`config.mk`:
```
export PLATFORM = sky130hd
export DESIGN_NAME = parity_stream_acc
export DESIGN_NICKNAME = d
export VERILOG_FILES = /design/src/rtl/parity_stream_acc.sv
export SDC_FILE = /design/constraint.sdc
export NUM_CORES = 1
export LEC_CHECK = 0
export CAP_MARGIN = 40
export CORE_UTILIZATION = 53
export CTS_CLUSTER_DIAMETER = 200
export DETAILED_ROUTE_END_ITERATION = 8
export PLACE_DENSITY = 0.91
export SYNTH_ARGS = -nofsm -noshare
export SYNTH_HDL_FRONTEND = slang
export SYNTH_SLANG_ARGS = --single-unit
```
`constraint.sdc`:
```
create_clock -name clk -period 3.7 [get_ports clk]
set_input_delay 0.74 -clock clk [delete_from_list [all_inputs] [get_ports clk]]
set_output_delay 0.74 -clock clk [all_outputs]
set_load 0.01 [all_outputs]
```
`src/rtl/parity_stream_acc.sv`:
```
// Streaming parity generator/checker: folds WIDTH-bit words to one bit and accumulates
// parity over a packet, with even/odd mode, optional compare and overflow at MAX_WORDS.
module parity_stream_acc #(
    parameter int unsigned WIDTH     = 3,
    parameter int unsigned MAX_WORDS = 16,
    parameter int unsigned CW        = $clog2(MAX_WORDS + 1)
) (
    input  logic             clk,
    input  logic             rst_n,
    input  logic             mode,
    input  logic             in_valid,
    output logic             in_ready,
    input  logic [WIDTH-1:0] in_data,
    input  logic             in_last,
    input  logic             chk_en,
    input  logic             chk_bit,
    output logic             out_valid,
    input  logic             out_ready,
    output logic             out_parity,
    output logic             out_err,
    output logic             out_ovf,
    output logic [CW-1:0]    out_count
);

    localparam logic [CW-1:0] MaxCnt = CW'(MAX_WORDS);

    typedef enum logic [1:0] {StIdle, StAccum, StHold} state_e;

    state_e        state;
    logic          acc;
    logic          mode_q;
    logic [CW-1:0] count;

    logic          accept;
    logic          beat_par;
    logic          acc_nx;
    logic          mode_nx;
    logic [CW-1:0] count_nx;
    logic          hit_max;
    logic          end_pkt;
    logic          par_nx;

    // First beat of a packet restarts the accumulator and latches the mode.
    always_comb begin
        accept   = in_valid && in_ready;
        beat_par = ^in_data;
        acc_nx   = (state == StIdle) ? beat_par : (acc ^ beat_par);
        mode_nx  = (state == StIdle) ? mode : mode_q;
        count_nx = (state == StIdle) ? CW'(1) : (count + CW'(1));
        hit_max  = (count_nx == MaxCnt);
        end_pkt  = in_last || hit_max;
        par_nx   = acc_nx ^ mode_nx;
    end

    // in_ready is registered so it never depends combinationally on out_ready; it comes up
    // one cycle after reset release.
    always_ff @(posedge clk or negedge rst_n) begin
        if (!rst_n) begin
            state      <= StIdle;
            acc        <= 1'b0;
            mode_q     <= 1'b0;
            count      <= '0;
            in_ready   <= 1'b0;
            out_valid  <= 1'b0;
            out_parity <= 1'b0;
            out_err    <= 1'b0;
            out_ovf    <= 1'b0;
            out_count  <= '0;
        end else begin
            unique case (state)
                StIdle, StAccum: begin
                    in_ready <= 1'b1;
                    if (accept) begin
                        mode_q <= mode_nx;
                        acc    <= acc_nx;
                        count  <= count_nx;
                        if (end_pkt) begin
                            state      <= StHold;
                            in_ready   <= 1'b0;
                            out_valid  <= 1'b1;
                            out_parity <= par_nx;
                            out_err    <= chk_en & (par_nx ^ chk_bit);
                            out_ovf    <= hit_max & ~in_last;
                            out_count  <= count_nx;
                        end else begin
                            state <= StAccum;
                        end
                    end
                end
                StHold: begin
                    if (out_ready) begin
                        state     <= StIdle;
                        out_valid <= 1'b0;
                        acc       <= 1'b0;
                        count     <= '0;
                        in_ready  <= 1'b1;
                    end
                end
                default: begin
                    state    <= StIdle;
                    in_ready <= 1'b1;
                end
            endcase
        end
    end

endmodule

```
## Word level (Yosys, flattened, before mapping)

Index checks and enable logic that the tools add are counted.

- Memory bits (writable): 0
- Memory bits (read-only): 0
- Input port bits: 11
- Flip-flop bits (word level): 19
- Memories: 0
- Word-level logic and storage cells: 54
- Bits in latches: 0

- Reduce and logical (&&, ||, !) cells: 11
- Magnitude comparators: 0
- Muxes and demuxes: 20
- Shifts and indexed selects: 0
- Bitwise gates (word level): 6
- Multipliers: 0
- Divide/modulo/power cells: 0
- Eq/ne operators: 6
- $add $sub $neg: 1

Operator list:

| cell | number |
|---|---|
| 2-to-1 mux 5 bit | 3 |
| one-hot mux 5 bit (2 select lines) | 1 |
| 2-to-1 mux 1 bit | 9 |
| 2-to-1 mux 2 bit | 3 |
| != test 2 bit (second input constant) | 3 |
| one-hot mux 1 bit (2 select lines) | 3 |
| AND reduction 3 bit | 2 |
| adder 5 x 1 -> 5 bit (second input constant) | 1 |
| equality test 5 bit (second input constant) | 1 |
| one-hot mux 2 bit (2 select lines) | 1 |
| AND reduction 2 bit | 2 |
| AND reduction 4 bit | 1 |
| parity 3 bit | 1 |
| bitwise XOR 1 bit | 3 |
| AND 1 bit | 2 |
| equality test 2 x 1 -> 1 bit (second input constant) | 1 |
| equality test 2 bit (second input constant) | 1 |
| zero test 2 bit | 1 |
| nonzero test 2 bit | 1 |
| OR reduction 2 bit | 1 |
| logical AND 1 bit | 1 |
| logical OR 1 bit | 1 |
| NOT 1 bit | 1 |

## Logic depth before layout (Yosys ltp)

Gate-level depths: netlist of the first run.

- Depth after elaboration: 7
- Depth in mapped cells: 6
- Mapped depth without buffers: 6

## Worst setup path after synthesis of the first run

Ideal clock, no wire load.

- Path kind: reg2reg
- Start point: register count[0]
- End point: register out_count[0]
- Cell stages (with the launch flop): 7
- Buffers on the path: 0
- Arrival time: 1.730 ns
- Clock period less this slack: 1.855 ns
- Setup slack: 1.845 ns
- Required time: 3.575 ns
- Cell sequence: dfrtp_1 -> ha_1 -> nand3_1 -> mux2i_2 -> nand3_2 -> o21ai_4 -> mux2_2

- Longest elaborated chain between the ends: 5

RTL lines:

| element | RTL line | text |
|---|---|---|
| start, declared | 32 | `logic [CW-1:0] count;` |
| start signal, assigned | 76 | `count <= count_nx;` |
| adder 5 x 1 -> 5 bit (*) | 49 | `count_nx = (state == StIdle) ? CW'(1) : (count + CW'(1));` |
| 2-to-1 mux 5 bit (*) | 49 |  |
| equality test 5 bit | 50 | `hit_max = (count_nx == MaxCnt);` |
| logical OR 1 bit | 51 | `end_pkt = in_last \|\| hit_max;` |
| AND reduction 3 bit (no source line) | n/a |  |
| end signal, assigned | 84 | `out_count <= count_nx;` |
| end, declared | 22 | `output logic [CW-1:0] out_count` |

Mark *: on every way between the ends. The rest lies on a longest branch, timed or not.
A chain may end at the register's enable or synchronous reset.

## Final worst setup path of the first run

- Start point: input in_valid
- End point: register out_count[3]

- Longest elaborated chain between the ends: 2

RTL lines:

| element | RTL line | text |
|---|---|---|
| start, declared | 11 | `input logic in_valid,` |
| logical AND 1 bit | 45 | `accept = in_valid && in_ready;` |
| AND reduction 3 bit (no source line) | n/a |  |

Every way passes these cells.

==> results of run 1 <==
state kept, by name, summed over array words and instances (netlist names):
name	cells
state	2
in_ready	1
out_err	1
count	5
out_count	5
out_valid	1
acc	1
out_parity	1
mode_q	1
out_ovf	1
metrics by stage:
| step | util | hold WS [ns] | setup slack (ns) |
|---|---|---|---|
| after floorplan | - | 0.444 | 1.85 |
| after CTS | 0.708 | 0.509 | 1.52 |
| final | 0.708 | 0.509 | 1.49 |
| after global placement | 0.692 | 0.471 | 1.28 |
| after global routing | 0.708 | 0.517 | 1.40 |
| after detailed placement | 0.692 | 0.483 | 1.19 |
power by group:
part	leakage (nW)	internal (mW)	switching (mW)
Sequential	0.238	0.263	0.0482
Clock	0.0177	0.0405	0.0697
Combinational	0.277	0.151	0.124
cell families after synthesis:
kind of cell	after synthesis	share of synthesized area
fa+ha+maj	1	0.0126
flops	19	0.477
buf+inv	4	0.0264
mux	10	0.112
compound gates	21	0.143
simple gates	30	0.146
xor+xnor	7	0.0829
cells in the final DEF (no fill, tap or decap):
master / count
o22a_1: 2
a21o_1: 1
nor2b_1: 2
o21ai_1: 1
nand2b_1: 1
nor2_1: 10
nand3_2: 1
o22ai_1: 1
a22o_1: 1
xnor2_2: 1
o21ai_0: 6
clkinv_2: 1
o41ai_1: 1
o21a_1: 1
mux2_2: 6
a21oi_1: 4
inv_1: 2
a22oi_1: 1
xnor3_1: 1
ha_1: 1
clkbuf_4: 3
nand2_1: 6
nor3_1: 1
o21bai_1: 1
clkdlybuf4s50_1: 20
nand3_1: 6
xor2_1: 5
dfrtp_1: 19
mux2i_1: 3
nand3b_1: 2
mux2i_2: 1
o21ai_4: 1
nor2_2: 1
area by class of cell:
type | instances | share of cell area
Multi-Input combinational cell | 69 | 0.400
Sequential cell | 19 | 0.385
Timing Repair Buffer | 20 | 0.162
Tap cell | 25 | 0.0253
Clock buffer | 3 | 0.0182
Inverter | 2 | 0.00607
Clock inverter | 1 | 0.00405
how the worst min path moves through the flow:
stage | from | endpoint
2_1_floorplan | rst_n | acc
3_3_place_gp | out_valid | out_valid
3_5_place_dp | out_valid | out_valid
4_1_cts | out_valid | out_valid
5_1_grt | out_ovf | out_ovf
6_report | out_valid | out_valid
critical path, cell delays in order:
cell and delay (ns):
clkdlybuf4s50_1 0.48, nand2_1 0.09, nor2_2 0.33, nand2_1 0.21
o21ai_4 0.19, mux2_2 0.38
layer usage:
layer  vias up  global-route usage  share of wire  wire length (um)
met4         0               0.109          0.021                45
met5         -                   0              0                 0
met1       389               0.333           0.44               919
li1        369                   -              -                 -
met2        26               0.368           0.49              1030
met3         5              0.0360          0.046                97
==> flow_summary.ini, run 1 <==
[drt]
drt-total-wl_mm = 2.10
ant_nets = 0
avgViaCountPerCell = 5.68
drc = 0
drtIter0Drc = 18
wl_per_cell_um = 15.1
drtPass1Iterations = 4
vias = 789

[synth]
synth_cell_types = 32
postSynthCellCount = 92
ys_seq_area_frac = 0.477
yosys.cell_count.top_type = dfrtp_1
synth_edf_count = 0
synthTopCellsByCount = 19 x dfrtp_1, 10 x nor2_1
ys_seq_elements = 19
async_reset_ff_frac = 1.00
synthesis.area_um2 = 996
synthFlopType = dfrtp_1
ys_warn_count = 0
synth_top_area_cell = dfrtp_1
synth_nets = 104
syn_area_per_cell_um2 = 10.8
yosys.area.top_type_share = 0.477
synth.area.top_cells = dfrtp_1 48%, mux2_2 6.8%, xor2_1 4.4%

[sta]
rsz0062_at_grt = no
final.setup.tns_ns = 0
slew_headroom = 0.435
max_freq_mhz = 452
clock_skew_ns = 0.00280
worst_pin_slew_ns = 0.844
period_minus_slack_ns = 2.21
hold_violations = 0
fin_crit_sh = 0.598
finalMaxSlewViolations = 0
finalSetupViolations = 0

[power]
total_power_mw = 0.696
ir_worst_vdd_uv = 370
power_density_nw_per_um2 = 563
leakage_nw = 0.533

[placement]
port_buffers = 20
placed_cell_area_um2 = 1210
gp_congestion = 0.901
placedCellCount = 135
place_hpwl_mm = 1.54

[worst_setup_path]
r2r-end = out_count[3]
r2r_start = count[0]
r2r.worst_path.cells = 6
regToRegSetupSlack_ns = 1.60
crit_arrival_ns = 2.42
startpoint = in_valid
setup.worst_path.end = out_count[3]
cp-start-kind = input port
required_ns = 3.90
path_max_fanout = 10
critPathCaptureType = flop
crit_type = in -> reg

[global_route]
grt_pass1_wl_mm = 3.44
gr-usage-all-layers = 0.239
grt_pass1_vias = 757
antenna_found_initial = 0
grt_overflow_total = 0
grt_max_degree = 20

[hold_path]
holdCritPathClass = reg -> reg
whs_path_depth = 1

[layout]
nFillCells = 136
layout-drive-gt1-share = 0.132
area_delta_synth_final_pct = 24.1
n_antenna_cell = 0
layoutNonFillerInstCount = 139
seq_area_um2 = 475
nets = 127
multi_input_area_um2 = 494
design_area_um2 = 1240

[clock_network]
numClockSinks = 19
ctsResizeCount = 0
cts_setup_buffers = 0
clkTransAtPathRegs_ns = 0.11
cts_buffers = 3
h-tree-depth = 1
cts_buffer_depth = 2
cts_tree = done
clk_latency_ns = 0.31
hold_buffers = 0
clock-root-buffer = clkbuf_4

[floorplan]
dieArea_um2 = 2060
ios = 21
initial_core_util = 0.571
num_rows = 15
fp.coreArea_um2 = 1750
die_w_um = 45.4
die_h_um = 45.4

[run_status]
status = complete, no violations

[run]
drv_cap = 0
Power figures use the tool's default switching activity.
==> inputs of run 2 (changes only) <==
--- a/config.mk
+++ b/config.mk
@@ -6,10 +6,10 @@
 export NUM_CORES = 1
 export LEC_CHECK = 0
 export CAP_MARGIN = 40
-export CORE_UTILIZATION = 53
+export CORE_UTILIZATION = 44
 export CTS_CLUSTER_DIAMETER = 200
 export DETAILED_ROUTE_END_ITERATION = 8
-export PLACE_DENSITY = 0.91
+export PLACE_DENSITY = 0.81
 export SYNTH_ARGS = -nofsm -noshare
 export SYNTH_HDL_FRONTEND = slang
 export SYNTH_SLANG_ARGS = --single-unit
==> constraint.sdc (replaced) <==
create_clock -name clk -period 1.8 [get_ports clk]
set_input_delay 0.36 -clock clk [delete_from_list [all_inputs] [get_ports clk]]
set_output_delay 0.36 -clock clk [all_outputs]
set_load 0.01 [all_outputs]
==> run 2 against run 1 <==
Net effect: the flow now finishes with violations (setup timing); sequential power up 110%; total power rose to 2.5 times the previous value; core utilization up 2.1 points; die area grew 20%; routed wire length up 30%; largest cell class unchanged; worst setup slack got worse by 1.5 ns; critical path type is now reg -> reg; hold slack lost 0.12 ns; global-route usage about the same; largest power group is now combinational cells; via count is 17% higher.
==> flow_summary.ini, run 2 (synthesized netlist as in run 1, its figures left out) <==
[run_status]
status = finished with violations
violations = setup timing

[placement]
gp_congestion = 0.838
pre_cts_slack_ns = -0.148
port_buffers = 20
placedCellCount = 157
place_hpwl_mm = 1.84

[sta]
slew_headroom = 0.761
whs_ns = 0.384
finalMaxSlewViolations = 0
fin_crit_sh = 1.03
worst_pin_slew_ns = 0.355
clock_skew_ns = 0.00604
finalSetupViolations = 5
period_minus_slack_ns = 1.85
worst_slack_ns = -0.0474
rsz0062_at_grt = yes
max_freq_mhz = 541
hold_violations = 0
final.setup.tns_ns = -0.148

[worst_setup_path]
required_ns = 2.00
crit_arrival_ns = 2.04
path_max_fanout = 6
path_cells = ha_4 -> nand3_4 -> mux2i_4 -> nand3_2 -> o21ai_4 -> mux2_2
crit_path_top_delay_cell = dfrtp_1
crit_type = reg -> reg
critPathMaxStageDelay_ns = 0.43
critPathTopFamily = multiplexers
cp_num_buf_inv = 0
critPathCaptureType = flop
cp-start-kind = flop

[layout]
multi_input_area_um2 = 578
mostFrequentLayoutCells = 22 x buf_4, 20 x clkdlybuf4s50_1, 18 x dfrtp_1
n_antenna_cell = 0
nets = 149
layoutNonFillerInstCount = 163
final_util = 0.729
layout-drive-gt1-share = 0.324
final_common_cell = buf_4
area_delta_synth_final_pct = 49.5
seq_area_um2 = 477
nFillCells = 153
largestRegisters = count: 5 flops, out_count: 5 flops, state: 2 flops

[clock_network]
h-tree-depth = 1
clk_latency_ns = 0.30
cts_buffers = 3
cts_tree = done
cts_buffer_depth = 2
clock-root-buffer = clkbuf_4
numClockSinks = 19
clkTransAtPathRegs_ns = 0.12

[power]
leakage_nw = 0.649
ir_worst_vdd_uv = 717
power_density_nw_per_um2 = 1170

[drt]
wl_per_cell_um = 16.8
drtIter0Drc = 33
drc = 0
drtPass1Iterations = 4
vias = 926
drt-total-wl_mm = 2.73
ant_nets = 0
avgViaCountPerCell = 5.68

[global_route]
gr-usage-all-layers = 0.239
grt_pass1_vias = 1027
grt_pass1_wl_mm = 4.40
grt_max_degree = 20
antenna_found_initial = 0
grt_overflow_total = 0

[run]
drv_cap = 0

[floorplan]
die_h_um = 49.6
ios = 21
die_w_um = 49.6
initial_core_util = 0.488
dieArea_um2 = 2460
num_rows = 16
fp.coreArea_um2 = 2040

[hold_path]
holdCritPathClass = in -> async
==> run 2: cell count changes in the layout (fill, tap and decap cells not counted), sizes merged <==
cell	delta
buf	+22
==> run 2: worst paths after layout <==
path	startpoint	end	slack, ns	cells past startpoint
hold / removal	rst_n	mode_q	0.38	2
max in group asynchronous	rst_n	count[2]	1.20	2
setup reg to reg	count[0]	out_parity	-0.05	6
setup / recovery	count[0]	out_parity	-0.05	6
hold reg to reg	out_valid	out_valid	0.50	1
min in group clk	out_valid	out_valid	0.50	1
==> run 2: power by group <==
part / total [mW] / internal [mW] / switching [mW]
sequential: 0.643 / 0.543 / 0.100
combinational: 0.879 / 0.506 / 0.373
clock: 0.224 / 0.0829 / 0.141
==> run 2: worst register-to-register path, stage by stage, from the launching register on <==
cell and delay (ns):
dfrtp_1 0.43, ha_4 0.21, nand3_4 0.07, mux2i_4 0.25
nand3_2 0.13, o21ai_4 0.27, mux2_2 0.37
==> run 2: cell type report <==
type,instances,area share
Timing Repair Buffer,42,0.245
Inverter,2,0.00504
Clock buffer,3,0.0151
Sequential cell,19,0.320
Clock inverter,1,0.00336
Multi-Input combinational cell,69,0.388
Tap cell,27,0.0227
==> run 2: per-layer routing <==
metal  global-route usage  wire (um)
met3               0.0309        148
met5                    0          0
met1                0.276       1060
met2                0.419       1410
met4                0.138        118
==> run 2: timing repair <==
action	in CTS	in global routing
endpoints found under the setup margin	10	10
resized for setup	4	8
hold buffers	0	0
gates cloned	0	0
pin swaps	1	3
setup buffers	0	2
==> run 2: through the flow <==
step                instance area (um2)  power (mW)
CTS                                1430        1.64
detailed placement                 1370        1.36
finish                             1490        1.75
global route                       1490        1.83
global placement                   1370        1.33
floorplan                          1010       0.989
